===== config.mk =====
export PLATFORM = sky130hd
export DESIGN_NAME = fifo_drain
export DESIGN_NICKNAME = d
export VERILOG_FILES = /design/src/rtl/fifo_drain.sv
export SDC_FILE = /design/constraint.sdc
export NUM_CORES = 1
export LEC_CHECK = 0
export BUFFER_PORTS_ARGS = -buffer_cell sky130_fd_sc_hd__buf_2
export CAP_MARGIN = 40
export CORE_ASPECT_RATIO = 0.8
export CORE_MARGIN = 5
export CORE_UTILIZATION = 40
export DETAILED_ROUTE_END_ITERATION = 10
export GPL_TIMING_DRIVEN = 0
export SYNTH_ARGS = -nofsm -noshare
export SYNTH_HDL_FRONTEND = slang
export SYNTH_SLANG_ARGS = --single-unit

===== constraint.sdc =====
create_clock -name clk -period 2.63 [get_ports clk]
set_input_delay 0.526 -clock clk [delete_from_list [all_inputs] [get_ports clk]]
set_output_delay 0.526 -clock clk [all_outputs]
set_load 0.005 [all_outputs]

===== src/rtl/fifo_drain.sv =====
// fifo_drain: consumer-side engine for the synchronous FIFO protocol.
//
// Issues FIFO pops (rd_en) and captures rd_data one cycle after each pop
// into a 3-entry circular buffer. Buffered words are then re-presented on a
// downstream valid/ready stream. The buffer and in-flight accounting allow
// one word per cycle while keeping m_ready out of the rd_en path.
//
// Parameters:
//   DATA_WIDTH     word width, matches the FIFO
//   CNT_WIDTH      width of the delivered-word counter
// Ports:
//   clk            single clock, posedge
//   rst            synchronous active-high reset
//   en             drain enable; gates issue of new reads only
//   empty          FIFO empty status
//   full           FIFO full status (sets fifo_full_seen)
//   rd_data        FIFO read data, valid the cycle after rd_en
//   rd_en          FIFO pop request
//   m_valid        downstream word valid
//   m_data         downstream word
//   m_ready        downstream accept
//   pop_count      words delivered since reset (wraps)
//   busy           a word is in flight or buffered
//   fifo_full_seen sticky: full sampled high since reset

package fifo_pkg;
    localparam int unsigned DATA_WIDTH = 8;
endpackage

module fifo_drain #(
    parameter int unsigned DATA_WIDTH = fifo_pkg::DATA_WIDTH,
    parameter int unsigned CNT_WIDTH  = 16
) (
    input  logic                  clk,
    input  logic                  rst,
    input  logic                  en,
    input  logic                  empty,
    input  logic                  full,
    input  logic [DATA_WIDTH-1:0] rd_data,
    output logic                  rd_en,
    output logic                  m_valid,
    output logic [DATA_WIDTH-1:0] m_data,
    input  logic                  m_ready,
    output logic [CNT_WIDTH-1:0]  pop_count,
    output logic                  busy,
    output logic                  fifo_full_seen
);

    localparam int unsigned DEPTH = 3;

    logic                  inflight;
    logic [DATA_WIDTH-1:0] entries [DEPTH];
    logic [1:0]            wr_ptr;
    logic [1:0]            rd_ptr;
    logic [1:0]            count;

    logic                  capture;
    logic                  deliver;
    logic [2:0]            occupancy;

    // Pointers step through 0,1,2 and wrap back to 0.
    function automatic logic [1:0] next_ptr(input logic [1:0] p);
        return (p == 2'd2) ? 2'd0 : p + 2'd1;
    endfunction

    // Issue is decided from registered state plus en/empty only, so the
    // downstream m_ready never reaches rd_en combinationally. Counting the
    // in-flight word reserves its buffer slot before it arrives.
    // Outputs are forced low while rst is high so they are defined from the
    // first reset cycle onwards.
    always_comb begin
        occupancy = {1'b0, count} + {2'b00, inflight};
        capture   = inflight;
        rd_en     = !rst && en && !empty && (occupancy < 3'd3);
        m_valid   = !rst && (count != 2'd0);
        m_data    = rst ? '0 : entries[rd_ptr];
        busy      = !rst && (inflight || (count != 2'd0));
        deliver   = m_valid && m_ready;
    end

    always_ff @(posedge clk) begin
        if (rst) begin
            inflight       <= 1'b0;
            count          <= 2'd0;
            wr_ptr         <= 2'd0;
            rd_ptr         <= 2'd0;
            pop_count      <= '0;
            fifo_full_seen <= 1'b0;
            for (int unsigned i = 0; i < DEPTH; i++) begin
                entries[i] <= '0;
            end
        end else begin
            inflight <= rd_en;

            if (capture) begin
                entries[wr_ptr] <= rd_data;
                wr_ptr          <= next_ptr(wr_ptr);
            end

            if (deliver) begin
                rd_ptr    <= next_ptr(rd_ptr);
                pop_count <= pop_count + CNT_WIDTH'(1);
            end

            // Capture and delivery in the same cycle leave count unchanged.
            case ({capture, deliver})
                2'b10:   count <= count + 2'd1;
                2'b01:   count <= count - 2'd1;
                default: count <= count;
            endcase

            if (full) begin
                fifo_full_seen <= 1'b1;
            end
        end
    end

    // The issue rule guarantees a free slot for every captured word.
    a_no_overflow: assert property (@(posedge clk) disable iff (rst)
        !(capture && !deliver && (count == 2'd3)));

    a_no_read_when_empty: assert property (@(posedge clk) disable iff (rst)
        !(rd_en && empty));

    a_count_range: assert property (@(posedge clk) disable iff (rst)
        count <= 2'd3);

endmodule


==> results.ini, run 1 <==
[routing]
drcViolationCount=0
drt-initial-drc-count=62
routedWlPerCell_um=14.4
dr.pass1.iters=4
finalWirelength_mm=5.09
vias=1741
viasPerCell=4.93
final_antenna_net_count=0

[clock_tree]
cts_buffer_depth=2
cts_root_buf=clkbuf_8
ctsHtreeMaxLevel=3
cts_made_buffers=9
clk_latency_ns=0.33
cts_tree=done
cts.clk_slew.worst_paths_ns=0.07
cts_resized=0
postCtsSetupRepairBufs=0
ctsHoldBuffers=0
clock-sinks=58

[sta]
rsz0062_at_grt=false
tns_ns=0
holdWs_ns=0.400
layout_setup_ws_ns=0.166
final-setup-viol-count=0
fin_crit_sh=0.937
finalHoldViolCount=0
fmax_mhz=406
relSlewSlack=0.593
layout_min_cycle_time_ns=2.46
drv_slew=0
worst_pin_slew_ns=0.608
fin_skew_ns=0.00682

[finish]
fin_util=0.483
syn2layout_area_growth_pct=19.0
drive_gt1_frac=0.249
n_antenna_cell=0
fin_nets=282
fillCellCount=585

[grt]
antenna_found_initial=0
grt_max_degree=11
grt_pass1_vias=1747
grt_use_total=0.141
grt_pass1_wl_mm=8.63
grt-ovfl-total=0

[power_and_ir_drop]
vdd_drop_max_mv=0.258
p_comb_frac=0.065
p_seq_frac=0.534
powerDensity_nw_per_um2=617
power.switching_uw=400
p_sw_frac=0.214
clkPwrFrac=0.402
internal_power_mw=1.47
p_leak_nw=1.19

[placement]
pre_cts_slack_ns=0.221
gp_congestion=0.756
io_buffers=41
dpl.hpwl_mm=3.54

[die]
dieArea_um2=8070
die_y_um=81.4
pin_count=42
die_x_um=99.2
num_rows=26
coreArea_um2=6280
initial_core_util=0.406

[synthesis]
async_reset_ff_frac=0
ys_types=34
syn_nets=231
ys_seq_elements=58
synth_edf_count=32
synthCells=213
syn_area_um2=2550
yosysWarningCount=0
avgSynthCellArea_um2=12.0
ys.flop_type=edfxtp_1
yosysSeqAreaShare=0.582

[outcome]
status=finished clean

[setup_path]
critical_path_peak_fanout=6
worst-setup-path-type=register to output pin
worst_setup_path_end_kind=output pin
cp.required_ns=2.10
crit_arrival_ns=1.94
startpoint_type=register

[hold_path]
worstHoldPathType=input pin to register

[run]
max-cap-violations=0

-- worst max-delay path: stages, from the launching register on --
cell     delay [ns]
dfxtp_1        0.37
ha_1           0.21
ha_1           0.17
or4b_2         0.62
a21oi_1        0.13
buf_2          0.12
-- Yosys cell counts, drive strengths merged (5+ instances only) --
cell,n,area share
nor2,22,0.032
and2,16,0.039
dfxtp,26,0.20
o21ai,5,0.0098
clkbuf,9,0.013
edfxtp,32,0.38
xnor2,7,0.024
or3,6,0.015
nor2b,11,0.027
and3,9,0.022
nand2,8,0.012
mux4,8,0.071
a21oi,12,0.024
-- path summary, 6_finish.rpt --
path                               start                          end  slack, ns  cells past startpoint
min reg2reg  fifo_full_seen$_SDFFE_PP0P_  fifo_full_seen$_SDFFE_PP0P_       0.46                      2
min                                 full  fifo_full_seen$_SDFFE_PP0P_       0.40                      3
max reg2reg           capture$_SDFF_PP0_  entries[1][1]$_SDFFCE_PN0P_       0.40                      5
max                   capture$_SDFF_PP0_                        rd_en       0.17                      5
-- power by group through the flow --
stage | logic, mW | registers, mW | clock network (mW)
2_1_floorplan | 0.0833 | 1.01 | 0
3_3_place_gp | 0.129 | 1.01 | 0
3_5_place_dp | 0.131 | 1.01 | 0
4_1_cts | 0.124 | 0.999 | 0.775
5_1_grt | 0.135 | 1.00 | 0.821
6_report | 0.121 | 0.998 | 0.751
-- registers in the layout, summed over array words and instances, names as in the netlist, named ones only --
register,count
count,2
fifo_full_seen,1
entries,32
pop_count,16
rd_ptr,2
capture,1
wr_ptr,2
-- final cells by class --
cell class                 instances  area (um^2)  area share
sequential                        58         1480       0.489
multi-input combinational        141         1000       0.331
timing repair buffer              41          205      0.0677
clock buffer                      12          135      0.0446
tap                               84          105      0.0347
buffer                            10         46.3      0.0153
clock inverter                     4         42.5      0.0140
inverter                           3         11.3     0.00372
-- cell usage in the layout, fill, tap and decap left out, drive strengths merged, types with 4 or more instances in the layout --
cell type  count
nand3          4
edfxtp        32
nor2          22
or4            4
and3           9
mux4           8
and2          16
o21ai          5
clkbuf        20
buf           43
nand2          8
xnor2          7
ha             4
dfxtp         26
o31ai          4
or3            6
nor2b         11
a21oi         12
-- per-stage QoR --
| step | cells | area [um^2] | power [mW] |
|---|---|---|---|
| 6_report | 353 | 3030 | 1.87 |
| 5_1_grt | 353 | 3030 | 1.96 |
| 4_1_cts | 353 | 3030 | 1.90 |
| 3_5_place_dp | 338 | 2860 | 1.14 |
| 3_3_place_gp | 338 | 2860 | 1.14 |
| 2_1_floorplan | 213 | 2550 | 1.09 |
-- cell families (layout without fill, tap and decap cells) --
kind of cell,Yosys count,after routing,share of synthesized area
muxes,10,10,0.0791
adders and majority gates,4,4,0.0197
DFF,58,58,0.582
and+or+nand+nor,94,94,0.209
xor gates and xnor gates,9,9,0.0310
buffers and inverters,14,70,0.0241
AOI/OAI and AO/OA,24,24,0.0550
-- layer usage --
layer / GRT usage / routed length, um
met2: 0.210 / 2320
met4: 0.0819 / 102
met3: 0.0326 / 218
met5: 0 / 0
met1: 0.187 / 2450
(Power assumes the default switching activity.)
==> run 2, diff against run 1 <==
--- a/config.mk
+++ b/config.mk
@@ -9,9 +9,11 @@
 export CAP_MARGIN = 40
 export CORE_ASPECT_RATIO = 0.8
 export CORE_MARGIN = 5
-export CORE_UTILIZATION = 40
+export CORE_UTILIZATION = 50
 export DETAILED_ROUTE_END_ITERATION = 10
 export GPL_TIMING_DRIVEN = 0
+export PLACE_DENSITY = 0.72
+export SLEW_MARGIN = 5
 export SYNTH_ARGS = -nofsm -noshare
 export SYNTH_HDL_FRONTEND = slang
 export SYNTH_SLANG_ARGS = --single-unit
==> run 2 against run 1 <==
Against the previous run: sequential share of layout area grew 0.43 points; maximum frequency decreased by 0.71%; core utilization increased by 12 points; sequential power about the same; design area down 0.87%.
==> results.ini, run 2 (same netlist as run 1, synthesis figures left out) <==
[finish]
top_regs=entries: 32 flops, pop_count: 16 flops
largest_register_ffs=32  ; unchanged
drive_gt1_frac=0.253  ; +0.00372
fin_cells=331  ; -6.2%
syn2layout_area_growth_pct=18.0
final_common_cell=buf_2
n_antenna_cell=0  ; unchanged
top_register=entries
fin_nets=282  ; unchanged
fin_util=0.603  ; +0.121
layout_common_cells=buf_2 (42), edfxtp_1 (32), dfxtp_1 (26)
design_area_um2=3000  ; -0.87%

[die]
pin_count=42  ; unchanged
coreArea_um2=4980  ; -21%
num_rows=23  ; -12%
die_y_um=73.8  ; -9.3%
dieArea_um2=6630  ; -18%
die_x_um=89.8  ; -9.5%
initial_core_util=0.511  ; +0.106

[setup_path]
critical_path_peak_fanout=6  ; unchanged
crit_start=capture$_SDFF_PP0_
reg2reg_depth=5  ; unchanged
r2r_start=capture$_SDFF_PP0_
cp.required_ns=2.10  ; about the same
worstSetupEndpoint=rd_en
startpoint_type=register
r2r-end=entries[1][0]$_SDFFCE_PN0P_
worst_setup_path_end_kind=output pin
worst-setup-path-type=register to output pin
regToRegSetupSlack_ns=0.33  ; -0.07 ns
crit_arrival_ns=1.96  ; +0.02 ns

[grt]
grt_pass1_wl_mm=8.04  ; -6.9%
grt_max_degree=11  ; unchanged
antenna_found_initial=0  ; unchanged
grt_use_total=0.159  ; +0.0188
grt_pass1_vias=1617  ; -7.4%
grt-ovfl-total=0  ; unchanged

[sta]
relSlewSlack=0.582  ; -0.0113
finalHoldViolCount=0  ; unchanged
fmax_mhz=403  ; -0.71%
worst_pin_slew_ns=0.625  ; +0.0168 ns
rsz0062_at_grt=false
fin_crit_sh=0.944  ; +0.00673
final-setup-viol-count=0  ; unchanged
drv_slew=0  ; unchanged
fin_skew_ns=0.00948  ; +0.00266 ns
tns_ns=0  ; unchanged
layout_min_cycle_time_ns=2.48  ; +0.0177 ns

[routing]
drt-initial-drc-count=128  ; +110%
finalWirelength_mm=5.04  ; -1.0%
final_antenna_net_count=0  ; unchanged
drcViolationCount=0  ; unchanged
routedWlPerCell_um=15.2  ; +5.5%
dr.pass1.iters=4  ; unchanged
viasPerCell=5.24  ; +6.3%
vias=1735  ; -0.34%

[power_and_ir_drop]
p_comb_frac=0.064  ; about the same
clkPwrFrac=0.406  ; +0.004
p_sw_frac=0.217  ; +0.00270
p_leak_nw=1.19  ; +0.17%
powerDensity_nw_per_um2=627  ; +1.6%
power.switching_uw=408  ; +2.0%
p_seq_frac=0.530  ; -0.004
internal_power_mw=1.48  ; +0.35%
vdd_drop_max_mv=0.288  ; +12%

[run]
max-cap-violations=0  ; unchanged

[clock_tree]
cts.clk_slew.worst_paths_ns=0.06  ; about the same
postCtsSetupRepairBufs=0  ; unchanged
ctsHtreeMaxLevel=3  ; unchanged
cts_tree=done
cts_resized=0  ; unchanged
cts_buffer_depth=2  ; unchanged
cts_made_buffers=9  ; unchanged
clock-sinks=58  ; unchanged
clk_latency_ns=0.34  ; about the same
ctsHoldBuffers=0  ; unchanged
cts_root_buf=clkbuf_8

[outcome]
status=finished clean

[placement]
place_area_um2=2830  ; -0.96%
io_buffers=41  ; unchanged
dpl.hpwl_mm=3.44  ; -2.9%
post-place-cells=316  ; -6.5%
gp_congestion=0.728  ; -3.8%

[hold_path]
worstHoldPathType=input pin to register

==> run 2: cell types whose count changed in the layout (fill, tap and decap cells not counted), sizes merged <==
cell,delta
clkinv,-1
clkbuf,+1
==> run 2: per-stage QoR <==
stage / total power, mW / hold WS, ns / setup WS (ns)
4_1_cts: 1.90 / 0.387 / 0.135
3_3_place_gp: 1.14 / 0.441 / 0.250
6_report: 1.88 / 0.398 / 0.148
2_1_floorplan: 1.09 / 0.461 / 0.577
5_1_grt: 1.96 / 0.374 / 0.0733
3_5_place_dp: 1.14 / 0.489 / 0.202
==> run 2: worst min path at each step <==
stage | startpoint | end | slack [ns] | depth (start not counted)
finish | rd_data[1] | entries[3][1]$_DFFE_PP_ | 0.40 | 1
global route | rd_data[1] | entries[3][1]$_DFFE_PP_ | 0.37 | 1
CTS | rd_data[1] | entries[3][1]$_DFFE_PP_ | 0.39 | 1
detailed placement | pop_count[13]$_SDFFE_PP0N_ | pop_count[13]$_SDFFE_PP0N_ | 0.49 | 2
global placement | fifo_full_seen$_SDFFE_PP0P_ | fifo_full_seen$_SDFFE_PP0P_ | 0.44 | 2
floorplan | fifo_full_seen$_SDFFE_PP0P_ | fifo_full_seen$_SDFFE_PP0P_ | 0.46 | 2
==> run 2: final cells by class <==
| type | count | area (um^2) |
|---|---|---|
| well taps | 62 | 77.6 |
| multi-input cells | 141 | 1000 |
| clock inverters | 3 | 40.0 |
| repair buffers | 41 | 205 |
| clock buffers | 13 | 139 |
| plain buffers | 10 | 46.3 |
| flip-flops and latches | 58 | 1480 |
| inverters | 3 | 11.3 |
| fillers | 420 | 1970 |
==> run 2: per-layer routing <==
layer,part of all wire,vias to the layer above,GRT usage
li1,-,872,-
met1,0.48,822,0.206
met2,0.46,39,0.241
met3,0.050,2,0.0686
met4,0.0071,0,0.0554
met5,0,-,0
==> run 2: power by group through the flow <==
stage          logic, mW  registers, mW  clock network (mW)
2_1_floorplan     0.0833           1.01                   0
3_3_place_gp       0.126           1.01                   0
3_5_place_dp       0.129           1.01                   0
4_1_cts            0.123          0.999               0.778
5_1_grt            0.134           1.00               0.823
6_report           0.121          0.998               0.764
==> run 2: worst max-delay path, cell delays in order (launching register included) <==
cell	delay, ns
dfxtp_1	0.37
ha_1	0.20
ha_1	0.17
or4b_2	0.62
a21oi_1	0.14
buf_2	0.13
